$ cat src/rtl/ext_obi_addr_demux.sv
// ----------------------------------------------------------------------------
// ext_obi_addr_demux
//
// Parametrised OBI 1-to-N address demultiplexer. One master port is fanned out
// to NSLAVE slave ports. The target slave is decoded from the address either by
// a list of address rules (range mode) or by word-interleaving across all
// slaves inside rule 0's range (interleave mode). Accepted-but-unanswered
// transactions are counted, and a new request is held off while it would go
// to a different slave than the one still owing responses, so responses
// always return in request order.
//
// Optional feature macro: EXT_OBI_DEMUX_ERR_RESP_EN
//   defined   : unmapped addresses are served by an internal error slave
//               (grant at once, one cycle later rvalid with rdata 0xBADACCE5
//               and master_err_o = 1).
//   undefined : unmapped addresses are routed to slave 0; master_err_o = 0.
//
// Ports
//   clk_i, rst_ni                 clock, asynchronous active-low reset
//   master_req_i / master_gnt_o   master request handshake
//   master_addr_i, master_we_i,
//   master_be_i, master_wdata_i   master request payload
//   master_rvalid_o, master_rdata_o,
//   master_err_o                  master response
//   slave_req_o / slave_gnt_i     one-hot slave request, per-slave grant
//   slave_addr_o, slave_we_o,
//   slave_be_o, slave_wdata_o     request payload broadcast to all slaves
//   slave_rvalid_i, slave_rdata_i per-slave response (slave k data at
//                                 [k*DATA_WIDTH +: DATA_WIDTH])
//   outstanding_o                 current outstanding transaction count
// ----------------------------------------------------------------------------

package ext_obi_addr_demux_pkg;
  // Address rule: addresses in [start_addr, end_addr) map to slave idx.
  // Fields are 64 bits wide so one type serves any ADDR_WIDTH up to 64.
  typedef struct packed {
    logic [31:0] idx;
    logic [63:0] start_addr;
    logic [63:0] end_addr;
  } addr_map_rule_t;
endpackage

module ext_obi_addr_demux
  import ext_obi_addr_demux_pkg::*;
#(
  parameter int unsigned NSLAVE          = 6,
  parameter int unsigned ADDR_WIDTH      = 32,
  parameter int unsigned DATA_WIDTH      = 32,
  parameter int unsigned MAX_OUTSTANDING = 4,
  parameter int unsigned INTERLEAVE      = 0,
  parameter addr_map_rule_t [NSLAVE-1:0] ADDR_RULES = '0
) (
  input  logic                                  clk_i,
  input  logic                                  rst_ni,
  input  logic                                  master_req_i,
  output logic                                  master_gnt_o,
  input  logic [ADDR_WIDTH-1:0]                 master_addr_i,
  input  logic                                  master_we_i,
  input  logic [DATA_WIDTH/8-1:0]               master_be_i,
  input  logic [DATA_WIDTH-1:0]                 master_wdata_i,
  output logic                                  master_rvalid_o,
  output logic [DATA_WIDTH-1:0]                 master_rdata_o,
  output logic                                  master_err_o,
  output logic [NSLAVE-1:0]                     slave_req_o,
  input  logic [NSLAVE-1:0]                     slave_gnt_i,
  output logic [ADDR_WIDTH-1:0]                 slave_addr_o,
  output logic                                  slave_we_o,
  output logic [DATA_WIDTH/8-1:0]               slave_be_o,
  output logic [DATA_WIDTH-1:0]                 slave_wdata_o,
  input  logic [NSLAVE-1:0]                     slave_rvalid_i,
  input  logic [NSLAVE*DATA_WIDTH-1:0]          slave_rdata_i,
  output logic [$clog2(MAX_OUTSTANDING+1)-1:0]  outstanding_o
);

  localparam int unsigned BE_W  = DATA_WIDTH / 8;
  localparam int unsigned OFF_W = $clog2(BE_W);
  localparam int unsigned IDX_W = (NSLAVE > 1) ? $clog2(NSLAVE) : 1;
  localparam int unsigned SEL_W = $clog2(NSLAVE + 1);
  localparam int unsigned CNT_W = $clog2(MAX_OUTSTANDING + 1);

  // Select value NSLAVE stands for "no slave matched".
  localparam logic [SEL_W-1:0] SEL_UNMAPPED = SEL_W'(NSLAVE);
  localparam logic [CNT_W-1:0] CNT_MAX      = CNT_W'(MAX_OUTSTANDING);

  logic [SEL_W-1:0]      dec_sel;
  logic [SEL_W-1:0]      sel;
  logic [SEL_W-1:0]      target;
  logic [CNT_W-1:0]      count;
  logic                  stall;
  logic                  accept;
  logic                  rsp_vld_raw;
  logic [DATA_WIDTH-1:0] rsp_data_raw;
  logic                  resp_valid;
  logic [63:0]           addr_ext;
  logic [ADDR_WIDTH-1:0] word_addr;

  assign addr_ext  = 64'(master_addr_i);
  assign word_addr = master_addr_i >> OFF_W;

  // Payload is broadcast unmodified; only req selects the slave.
  assign slave_addr_o  = master_addr_i;
  assign slave_we_o    = master_we_i;
  assign slave_be_o    = master_be_i;
  assign slave_wdata_o = master_wdata_i;

  // Address decode
  always_comb begin
    dec_sel = SEL_UNMAPPED;
    if (INTERLEAVE != 0) begin
      if ((addr_ext >= ADDR_RULES[0].start_addr) && (addr_ext < ADDR_RULES[0].end_addr))
        dec_sel = SEL_W'(32'(word_addr[IDX_W-1:0]) % NSLAVE);
    end else begin
      // Walk from the highest rule down so the lowest-numbered match wins.
      for (int i = NSLAVE - 1; i >= 0; i--) begin
        if ((ADDR_RULES[i].idx < NSLAVE) &&
            (addr_ext >= ADDR_RULES[i].start_addr) &&
            (addr_ext <  ADDR_RULES[i].end_addr))
          dec_sel = SEL_W'(ADDR_RULES[i].idx);
      end
    end
  end

`ifdef EXT_OBI_DEMUX_ERR_RESP_EN
  assign sel = dec_sel;
`else
  assign sel = (dec_sel == SEL_UNMAPPED) ? '0 : dec_sel;
`endif

  // A response in the same cycle frees a slot, so a full tracker can still
  // accept. Switching slaves waits until every outstanding response is back.
  assign stall = ((count != '0) && (sel != target)) ||
                 ((count == CNT_MAX) && !resp_valid);

  always_comb begin
    slave_req_o  = '0;
    master_gnt_o = 1'b0;
    if (!stall) begin
      for (int k = 0; k < NSLAVE; k++) begin
        if (sel == SEL_W'(k)) begin
          slave_req_o[k] = master_req_i;
          master_gnt_o   = slave_gnt_i[k];
        end
      end
`ifdef EXT_OBI_DEMUX_ERR_RESP_EN
      if (sel == SEL_UNMAPPED)
        master_gnt_o = master_req_i;
`endif
    end
  end

  assign accept = master_req_i & master_gnt_o;

  // Response path: only the registered target may answer.
`ifdef EXT_OBI_DEMUX_ERR_RESP_EN
  localparam logic [DATA_WIDTH-1:0] ERR_RDATA = DATA_WIDTH'(32'hBADACCE5);
  logic err_pending;
`endif

  always_comb begin
    rsp_vld_raw  = 1'b0;
    rsp_data_raw = '0;
    for (int k = 0; k < NSLAVE; k++) begin
      if (target == SEL_W'(k)) begin
        rsp_vld_raw  = slave_rvalid_i[k];
        rsp_data_raw = slave_rdata_i[k*DATA_WIDTH +: DATA_WIDTH];
      end
    end
`ifdef EXT_OBI_DEMUX_ERR_RESP_EN
    if (target == SEL_UNMAPPED) begin
      rsp_vld_raw  = err_pending;
      rsp_data_raw = ERR_RDATA;
    end
`endif
  end

  // Responses with nothing outstanding are stale (e.g. across a reset).
  assign resp_valid      = rsp_vld_raw & (count != '0);
  assign master_rvalid_o = resp_valid;
  assign master_rdata_o  = resp_valid ? rsp_data_raw : '0;
  assign outstanding_o   = count;

`ifdef EXT_OBI_DEMUX_ERR_RESP_EN
  assign master_err_o = resp_valid && (target == SEL_UNMAPPED);

  always_ff @(posedge clk_i or negedge rst_ni) begin
    if (!rst_ni) err_pending <= 1'b0;
    else         err_pending <= accept && (sel == SEL_UNMAPPED);
  end
`else
  assign master_err_o = 1'b0;
`endif

  // Transaction tracker
  always_ff @(posedge clk_i or negedge rst_ni) begin
    if (!rst_ni) begin
      target <= '0;
      count  <= '0;
    end else begin
      if (accept) target <= sel;
      case ({accept, resp_valid})
        2'b10:   count <= count + CNT_W'(1);
        2'b01:   count <= count - CNT_W'(1);
        default: count <= count;
      endcase
    end
  end

endmodule
$ cat config.mk
export PLATFORM = sky130hd
export DESIGN_NAME = ext_obi_addr_demux
export DESIGN_NICKNAME = d
export VERILOG_FILES = /design/src/rtl/ext_obi_addr_demux.sv
export SDC_FILE = /design/constraint.sdc
export NUM_CORES = 1
export LEC_CHECK = 0
export BUFFER_PORTS_ARGS = -buffer_cell sky130_fd_sc_hd__buf_4
export CAP_MARGIN = 20
export CORE_AREA = 2 2 152 154
export DETAILED_ROUTE_END_ITERATION = 12
export DIE_AREA = 0 0 154 156
export PLACE_DENSITY = 0.36
export SLEW_MARGIN = 20
export SYNTH_ARGS = -nofsm -noshare
export SYNTH_HDL_FRONTEND = slang
export SYNTH_SLANG_ARGS = --single-unit
$ cat constraint.sdc
create_clock -name clk_i -period 2.1 [get_ports clk_i]
set_input_delay 0.21 -clock clk_i [delete_from_list [all_inputs] [get_ports clk_i]]
set_output_delay 0.21 -clock clk_i [all_outputs]
set_load 0.01 [all_outputs]
==> results of run 1 <==
## repair_timing
action / CTS / global route
gates resized for setup: 0 / 4
endpoints found under the hold margin: 3 / 0
endpoints found under the setup margin: 0 / 1
hold buffers: 1 / 0
## final timing paths
kind	cells past startpoint	end	start
worst max register to register	8	outstanding_o[2]	outstanding_o[1]
worst max-delay path	8	outstanding_o[2]	outstanding_o[1]
worst min register to register	1	outstanding_o[2]	outstanding_o[2]
min in group clk_i	0	slave_addr_o[26]	master_addr_i[26]
worst min-delay path	2	outstanding_o[2]	rst_ni
max in group asynchronous	2	outstanding_o[1]	rst_ni
## logic make-up after synthesis
logic type	synth area share (%)
compound gates	0.490
xor+xnor	2.58
simple gates	25.3
flops	7.36
other cells	0.368
buf+inv	60.7
fa+ha+maj	3.19
## cell type report
cell class / instances / area [um2]
Timing Repair Buffer: 78 / 588
Sequential cell: 3 / 76.3
Fill cell: 2605 / 20900
Clock buffer: 4 / 78.8
Tap cell: 285 / 357
Inverter: 3 / 11.3
Multi-Input combinational cell: 52 / 362
## power groups by stage
stage | sequential (mW) | clock (mW) | combinational, mW
after floorplan | 0.137 | 0 | 0.501
after global placement | 0.140 | 0 | 0.660
after detailed placement | 0.139 | 0 | 0.667
after CTS | 0.139 | 0.307 | 0.670
after global routing | 0.156 | 0.314 | 0.736
final | 0.150 | 0.302 | 0.669
## layer usage
| layer | vias up | GRT usage, % | routed length (um) | share of wire (%) |
|---|---|---|---|---|
| li1 | 361 | - | - | - |
| met5 | - | 0 | 0 | 0 |
| met1 | 378 | 2.07 | 1020 | 32 |
| met2 | 64 | 4.44 | 1660 | 51 |
| met3 | 16 | 1.33 | 443 | 14 |
| met4 | 0 | 1.74 | 107 | 3.3 |
## through the flow
stage | hold WS (ns) | setup WS [ns] | instances | util (%) | area, um2
finish | 0.314 | 0.131 | 425 | 6.58 | 1470
global route | 0.333 | 0.00401 | 425 | 6.58 | 1470
CTS | 0.326 | 0.00327 | 425 | 6.50 | 1450
detailed placement | -0.000483 | 0.0198 | 420 | 6.10 | 1370
global placement | -0.00132 | 0.0323 | 420 | 6.10 | 1370
floorplan | -0.0856 | 0.0127 | 139 | - | 1040
## critical path, stage by stage (launching register included)
cell and delay [ns]:
dfrtp_2 0.44, nor4b_4 0.29, nand3b_1 0.14, ha_2 0.19, inv_1 0.05, fa_1 0.37
xor2_1 0.15, nor2_1 0.11, xor2_1 0.14
## cells in the final DEF, fill, tap and decap left out
master         synthesis  routed
and3_1                29      29
and3_2                 3       3
dfrtp_2                0       1
nor2b_1                2       2
ha_2                   0       1
and2_1                 1       1
nor2_1                 1       1
fa_1                   1       1
or3_4                  1       1
o21ai_0                1       1
nand2_1                1       1
clkbuf_1               3       1
xor2_1                 2       2
nor4b_4                0       1
clkbuf_16              0       3
nand3b_1               1       1
xnor2_1                1       1
inv_1                  3       3
dfrtp_1                3       2
buf_4                 75      77
dlygate4sd3_1          0       1
conb_1                 1       6
==> results.md, run 1 <==
* Net switching power at approximately 0.42 mW
* Die Ht at approximately 160 um
* Antenna Violating Nets Remaining at 0
* Final min period at just under 2 ns
* Hpwl dp at roughly 2600 um
* Synth Register Bits at 3
* # Post-CTS Setup Buffers at 0
* Count leader, synth: buf_4
* Leading area contributor after synthesis: buf_4
* Via density at approximately 1.9
* Layout net count at 419
* Synth top area cells: buf_4 (55%), and3_1 (18%), dfrtp_1 (7.4%)
* First-pass DRT Iterations at 4
* Register area share after synthesis at 7.36%
* Syn_area_per_cell at between 7 and 8 um2
* Post-synth EDFFs at 0
* Initial Util at under 10%
* I/O Buffers at between 70 and 80
* Final setup vio count at 0
* Status: finished, final reports clean
* H-tree Lvls at 1
* Max Clock Freq at a little over 500 MHz
* Most used DFF post-synth: dfrtp_1
* Warnings, synthesis at 0
* Post-synthesis cell area at 1020 um2
* CP Launch Type: register
* Setup TNS at 0 ns
* CORE AREA at about 22000 um2
* WS Path Type: reg -> reg
* Remaining DRCs at 0
* Switching part of the total at 37.7%
* FP Rows at 55
* Die ar. at 24000 um2
* Critical path data required time at about 2.3 ns
* Top post-synthesis cells by count: buf_4 (75), and3_1 (29)
* Number of global-route vias before repair at around 800
* Max clock buf depth at 2
* Synthesized netlist cell count at about 130
* Pins Over Slew Limit at 0
* CTS clock-pin slew for the worst setup and hold paths at about 0.03 ns
* Logic pwr share at ~60%
* RSZ-0062 raised after global routing: false
* Min-Delay Path Class: in -> async
* CP Max Fanout at 5
* Cell area power density at approximately 760 nW/um2
* Clock latency on the worst-skew pair at about 0.22 ns
* Synthesis-to-layout area growth at 44.4%
* Io pins at a little under 400
* CTS tree: built
* Initial antenna violation count at 0
* Total CTS buffers at 3
* Period utilization at between 90 and 100%
* Via count at between 800 and 900
* Layout cells sized above 1 at 62.1%
* Distinct cell type count after synthesis at 20
* Post-layout power at 1.12 mW
* FF-to-FF setup slack at 0.13 ns
* CTS Root Cell: clkbuf_16
* Overflow after GRT at 0
* Wirelength per Cell at 7.60 um
* Fin. Hold Viols at 0
* Critical path endpoint category: register
* Internal at between 0.6 and 0.7 mW
* Gpl congestion at a little under 0.7
* First-pass GRT wire length at around 4500 um
* Maxcap violations at 0
* Ant. Diodes at 0
* Clk pwr share at 27.0%
* Seq pwr share at between 10% and 20%
* Sink Count at 3
* Die W at ~150 um
* Worst EP arrival at about 2.1 ns
* Max reg flops at 3
* GR Util All Layers at 2.46%
* Worst Skew at ~0.00028 ns
* Yosys top cell area share at 55.2%
* First DRT Iteration DRCs at 18
* P_leak at approximately 0.71 nW
* Drt total wl at between 3000 and 4000 um
* Ys async rst share at 100%
* VDD IR max at between 0.0002 and 0.00025 V
* Largest net degree at the start of global routing at 34
No activity file was read; power rests on OpenSTA's default activity.
==> inputs of run 2 (changes only) <==
==> constraint.sdc (replaced) <==
create_clock -name clk_i -period 2.5 [get_ports clk_i]
set_input_delay 0.5 -clock clk_i [delete_from_list [all_inputs] [get_ports clk_i]]
set_output_delay 0.5 -clock clk_i [all_outputs]
set_load 0.01 [all_outputs]
==> run 2 against run 1 <==
- die area stayed put
- critical endpoint is now master_rdata_o[0]
- count of clock-buffer cells in the layout unchanged
- critical path depth decreased by 4
- cell area fell by 2.0%
- worst setup slack better by 0.21 ns
- highest routed layer unchanged
- wire length down 2.7%
- register-to-register slack better by 0.31 ns
- clock power down 16%
- total power fell by 18%
- flip-flop and latch count is the same
==> results.md, run 2 (same netlist as run 1, synthesis figures left out) <==
* Status: finished, final reports clean
* Final Instance Area at between 1000 and 1500 um2
* CTS Root Cell: clkbuf_16
* Min-Delay Path Class: in -> async
* Initial Util at between 4 and 5%
* Final setup vio count at 0
* # Post-CTS Setup Buffers at 0
* GR Util All Layers at roughly 2.3%
* Die Ht at ~160 um
* Max clock buf depth at 2
* Cell area power density at between 600 and 700 nW/um2
* Cts repair resizes at 0
* Drt total wl at approximately 3100 um
* Seq pwr share at about 13%
* First-pass DRT Iterations at 4
* First DRT Iteration DRCs at 32
* Die ar. at 24000 um2
* Period utilization at between 80% and 90%
* Remaining DRCs at 0
* Gpl congestion at 0.663
* Max Clock Freq at ~460 MHz
* Final min period at 2.16 ns
* Overflow after GRT at 0
* Max reg flops at 3
* Critical path data required time at 2.00 ns
* Internal at roughly 0.57 mW
* Clk pwr share at 27.6%
* Worst Skew at a little over 0.0004 ns
* Maxcap violations at 0
* CP Max Fanout at 32
* Antenna Violating Nets Remaining at 0
* Synthesis-to-layout area growth at 41.6%
* CP Launch Type: register
* Initial antenna violation count at 0
* Pins Over Slew Limit at 0
* Die W at around 150 um
* Hpwl dp at roughly 2600 um
* Sink Count at 3
* Total CTS buffers at 3
* Worst EP arrival at around 1.7 ns
* RR Startpoint: outstanding_o[1]
* Worst Setup SP: outstanding_o[0]
* Number of fill cells at roughly 2600
* Final worst slack at between 0.3 and 0.4 ns
* Logic pwr share at 59.6%
* VDD IR max at between 0.0001 and 0.00015 V
* Largest net degree at the start of global routing at 34
* Setup TNS at 0 ns
* Hold Buf Count CTS at 0
* Layout net count at 418
* WS Path Type: reg -> out
* Leading cell type in the layout, fill and taps excluded: buf_4
* I/O Buffers at between 70 and 80
* First-pass GRT wire length at between 4000 and 5000 um
* Switching part of the total at a little under two fifths
* FP Rows at 55
* Via density at between 1.5 and 2
* Most frequent cells in the layout: buf_4 (77), and3_1 (29), conb_1 (6)
* CORE AREA at 22400 um2
* Layout cells sized above 1 at around three fifths
* Io pins at 389
* Clock latency on the worst-skew pair at about 0.22 ns
* Critical path endpoint category: output pin
* Via count at roughly 800
* Dpl cell area at approximately 1400 um2
* Wirelength per Cell at ~7.4 um
* P_leak at between 0.7 and 0.8 nW
* CTS tree: built
* CTS clock-pin slew for the worst setup and hold paths at roughly 0.03 ns
* Ant. Diodes at 0
* Number of global-route vias before repair at 801
* Net switching power at ~0.34 mW
* Fin. Hold Viols at 0
* RSZ-0062 raised after global routing: false
* H-tree Lvls at 1
* Post-layout power at 0.914 mW
* Pre-CTS setup slack at ~0.24 ns
==> run 2: cell count changes in the layout (fill, tap and decap cells not counted), sizes merged <==
cell	change
dlygate4sd3	-1
==> run 2: worst max-delay path: stages, from the launching register on <==
cell and delay [ns]:
dfrtp_1 0.44, or3_4 0.39, buf_4 0.23, and3_2 0.24, buf_4 0.14
==> run 2: layout make-up <==
type,instances,area (um2),area share (%)
flip-flops and latches,3,75.1,5.20
multi-input cells,52,344,23.8
inverters,3,11.3,0.780
clock buffers,4,78.8,5.46
well taps,285,357,24.7
repair buffers,77,578,40.0
==> run 2: power by group through the flow <==
stage	combinational, mW	clock, mW	sequential [mW]
finish	0.545	0.253	0.116
global route	0.602	0.260	0.122
CTS	0.557	0.258	0.119
detailed placement	0.557	0	0.119
global placement	0.558	0	0.116
floorplan	0.421	0	0.115
==> run 2: worst paths after layout <==
check	end	slack, ns	cells past startpoint
min	outstanding_o[2]	0.06	1
max	master_rdata_o[0]	0.34	4
max reg2reg	outstanding_o[2]	0.44	8
max in group asynchronous	outstanding_o[0]	2.35	1
min in group clk_i	outstanding_o[2]	0.55	1
min reg2reg	outstanding_o[2]	0.55	1
==> run 2: metal layers <==
layer  vias to the layer above  GRT usage [%]  share of wire [%]
li1                        359              -                  -
met1                       359           1.90                 30
met2                        64           4.27                 53
met3                        16           1.25                 14
met4                         0           1.60                3.6
met5                         -              0                  0
==> run 2: through the flow <==
stage	hold slack (ns)	cells	util (%)
after floorplan	0.204	139	-
after global placement	0.289	420	6.10
after detailed placement	0.289	420	6.10
after CTS	0.0542	424	6.46
after global routing	0.0609	424	6.46
final	0.0583	424	6.46
==> inputs of run 3 (changes only) <==
--- a/config.mk
+++ b/config.mk
@@ -11,6 +11,7 @@
 export DETAILED_ROUTE_END_ITERATION = 12
 export DIE_AREA = 0 0 154 156
 export PLACE_DENSITY = 0.36
+export RECOVER_POWER = 25
 export SLEW_MARGIN = 20
 export SYNTH_ARGS = -nofsm -noshare
 export SYNTH_HDL_FRONTEND = slang
==> constraint.sdc (replaced) <==
create_clock -name clk_i -period 2.2 [get_ports clk_i]
set_input_delay 0.44 -clock clk_i [delete_from_list [all_inputs] [get_ports clk_i]]
set_output_delay 0.44 -clock clk_i [all_outputs]
set_load 0.01 [all_outputs]
==> run 3 against run 2 <==
- die area unchanged
- worst setup slack worse by 0.26 ns
- sequential power increased by 16%
- sequential share of layout area fell by 0.071 points
- flip-flop and latch count stayed put
- clock skew is 0.00062 ns higher
- critical endpoint is now master_rdata_o[1]
- count of clock-buffer cells in the layout unchanged
- total power grew 15%
==> results.md, run 3 (same netlist as run 1, synthesis figures left out) <==
* CORE AREA at ~22000 um2
* Maxcap violations at 0
* VDD IR max at roughly 0.00021 V
* CTS Root Cell: clkbuf_16
* Dpl cell area at approximately 1400 um2
* Cell area power density at 718 nW/um2
* Total CTS buffers at 3
* Setup TNS at 0 ns
* Worst Skew at approximately 0.001 ns
* Remaining DRCs at 0
* CP Max Fanout at 32
* Die Ht at between 150 and 200 um
* Min-Delay Path Class: reg -> reg
* Number of global-route vias before repair at 796
* CTS tree: built
* Final min period at 2.12 ns
* Initial antenna violation count at 0
* H-tree Lvls at 1
* Via count at 810
* Die ar. at 24000 um2
* Gpl congestion at between 0.6 and 0.7
* CTS clock-pin slew for the worst setup and hold paths at 0.03 ns
* CP Launch Type: register
* Io pins at about 390
* FP Rows at 55
* Initial Util at under 10%
* Critical path endpoint category: output pin
* P_leak at just over 0.7 nW
* Final setup vio count at 0
* Pins Over Slew Limit at 0
* Antenna Violating Nets Remaining at 0
* Final Instance Area at around 1500 um2
* Max Clock Freq at about 470 MHz
* Final worst slack at between 0.07 and 0.08 ns
* Layout net count at 420
* Overflow after GRT at 0
* First-pass DRT Iterations at 2
* RSZ-0062 raised after global routing: false
* WS Path Type: reg -> out
* Via density at 1.90
* Period utilization at a little over nine tenths
* Status: finished, final reports clean
* Leading cell type in the layout, fill and taps excluded: buf_4
* GR Util All Layers at under 10%
* Layout cells sized above 1 at 60.3%
* Clock latency on the worst-skew pair at approximately 0.22 ns
* Wirelength per Cell at about 7.3 um
* I/O Buffers at 74
* Critical path data required time at around 1.8 ns
* Worst EP arrival at between 1.5 and 2 ns
* First-pass GRT wire length at about 4300 um
* Largest net degree at the start of global routing at 34
* Most frequent cells in the layout: buf_4 (77), and3_1 (29), conb_1 (6)
* Fin. Hold Viols at 0
* Hpwl dp at 2590 um
* Number of fill cells at around 2600
* Pre-CTS setup slack at -0.00609 ns
* Max reg flops at 3
* Sink Count at 3
* Synthesis-to-layout area growth at 43.6%
* # Post-CTS Setup Buffers at 0
* First DRT Iteration DRCs at 21
* Die W at 154 um
* Drt total wl at just over 3000 um
* Max clock buf depth at 2
* Ant. Diodes at 0
-- run 3: changes by cell type in the layout (fill, tap and decap cells not counted), sizes merged --
cell,change
dlygate4sd3,+1
clkbuf,+1
-- run 3: final cells by class --
cell class | instances | area [um2] | area share, %
Clock buffer | 4 | 78.8 | 5.38
Inverter | 3 | 11.3 | 0.769
Multi-Input combinational cell | 52 | 350 | 23.9
Timing Repair Buffer | 79 | 592 | 40.4
Sequential cell | 3 | 75.1 | 5.13
Tap cell | 285 | 357 | 24.4
-- run 3: power by group --
| part | switching [mW] | total [mW] | leakage [nW] | internal (mW) |
|---|---|---|---|---|
| Combinational | 0.298 | 0.634 | 0.634 | 0.335 |
| Sequential | 0.0473 | 0.134 | 0.0356 | 0.0863 |
| Clock | 0.0447 | 0.283 | 0.0382 | 0.239 |
| Total | 0.390 | 1.05 | 0.708 | 0.660 |
-- run 3: through the flow --
| stage | power [mW] | cells | util [%] | hold slack, ns |
|---|---|---|---|---|
| after detailed placement | 0.773 | 421 | 6.14 | 0.230 |
| after global placement | 0.772 | 421 | 6.14 | 0.229 |
| after global routing | 1.13 | 426 | 6.55 | 0.569 |
| final | 1.05 | 426 | 6.55 | 0.528 |
| after floorplan | 0.609 | 139 | - | 0.144 |
| after CTS | 1.06 | 426 | 6.53 | 0.539 |
-- run 3: repair_timing --
| action | in CTS | in global routing |
|---|---|---|
| hold buffers | 1 | 0 |
| resized for setup | 0 | 1 |
| hold endpoints to repair | 1 | 0 |
| endpoints found under the setup margin | 0 | 1 |
-- run 3: worst max-delay path, stage by stage (launching register included) --
cell and delay, ns:
dfrtp_1 0.43, or3_4 0.41, buf_4 0.24, and3_2 0.25, buf_4 0.14
-- run 3: path summary, 6_finish.rpt --
check / cells past startpoint / endpoint / start / slack [ns]
worst min register to register: 1 / outstanding_o[2] / outstanding_o[2] / 0.53
worst min-delay path: 1 / outstanding_o[2] / outstanding_o[2] / 0.53
max in group asynchronous: 2 / outstanding_o[0] / rst_ni / 1.49
worst max-delay path: 4 / master_rdata_o[1] / outstanding_o[1] / 0.08
min in group asynchronous: 2 / outstanding_o[1] / rst_ni / 0.56
worst max register to register: 8 / outstanding_o[2] / outstanding_o[1] / 0.20
-- run 3: per-layer routing --
metal	global-route usage (%)	wire length [um]
met5	0	0
met4	1.47	112
met3	1.11	406
met2	4.33	1630
met1	1.93	957
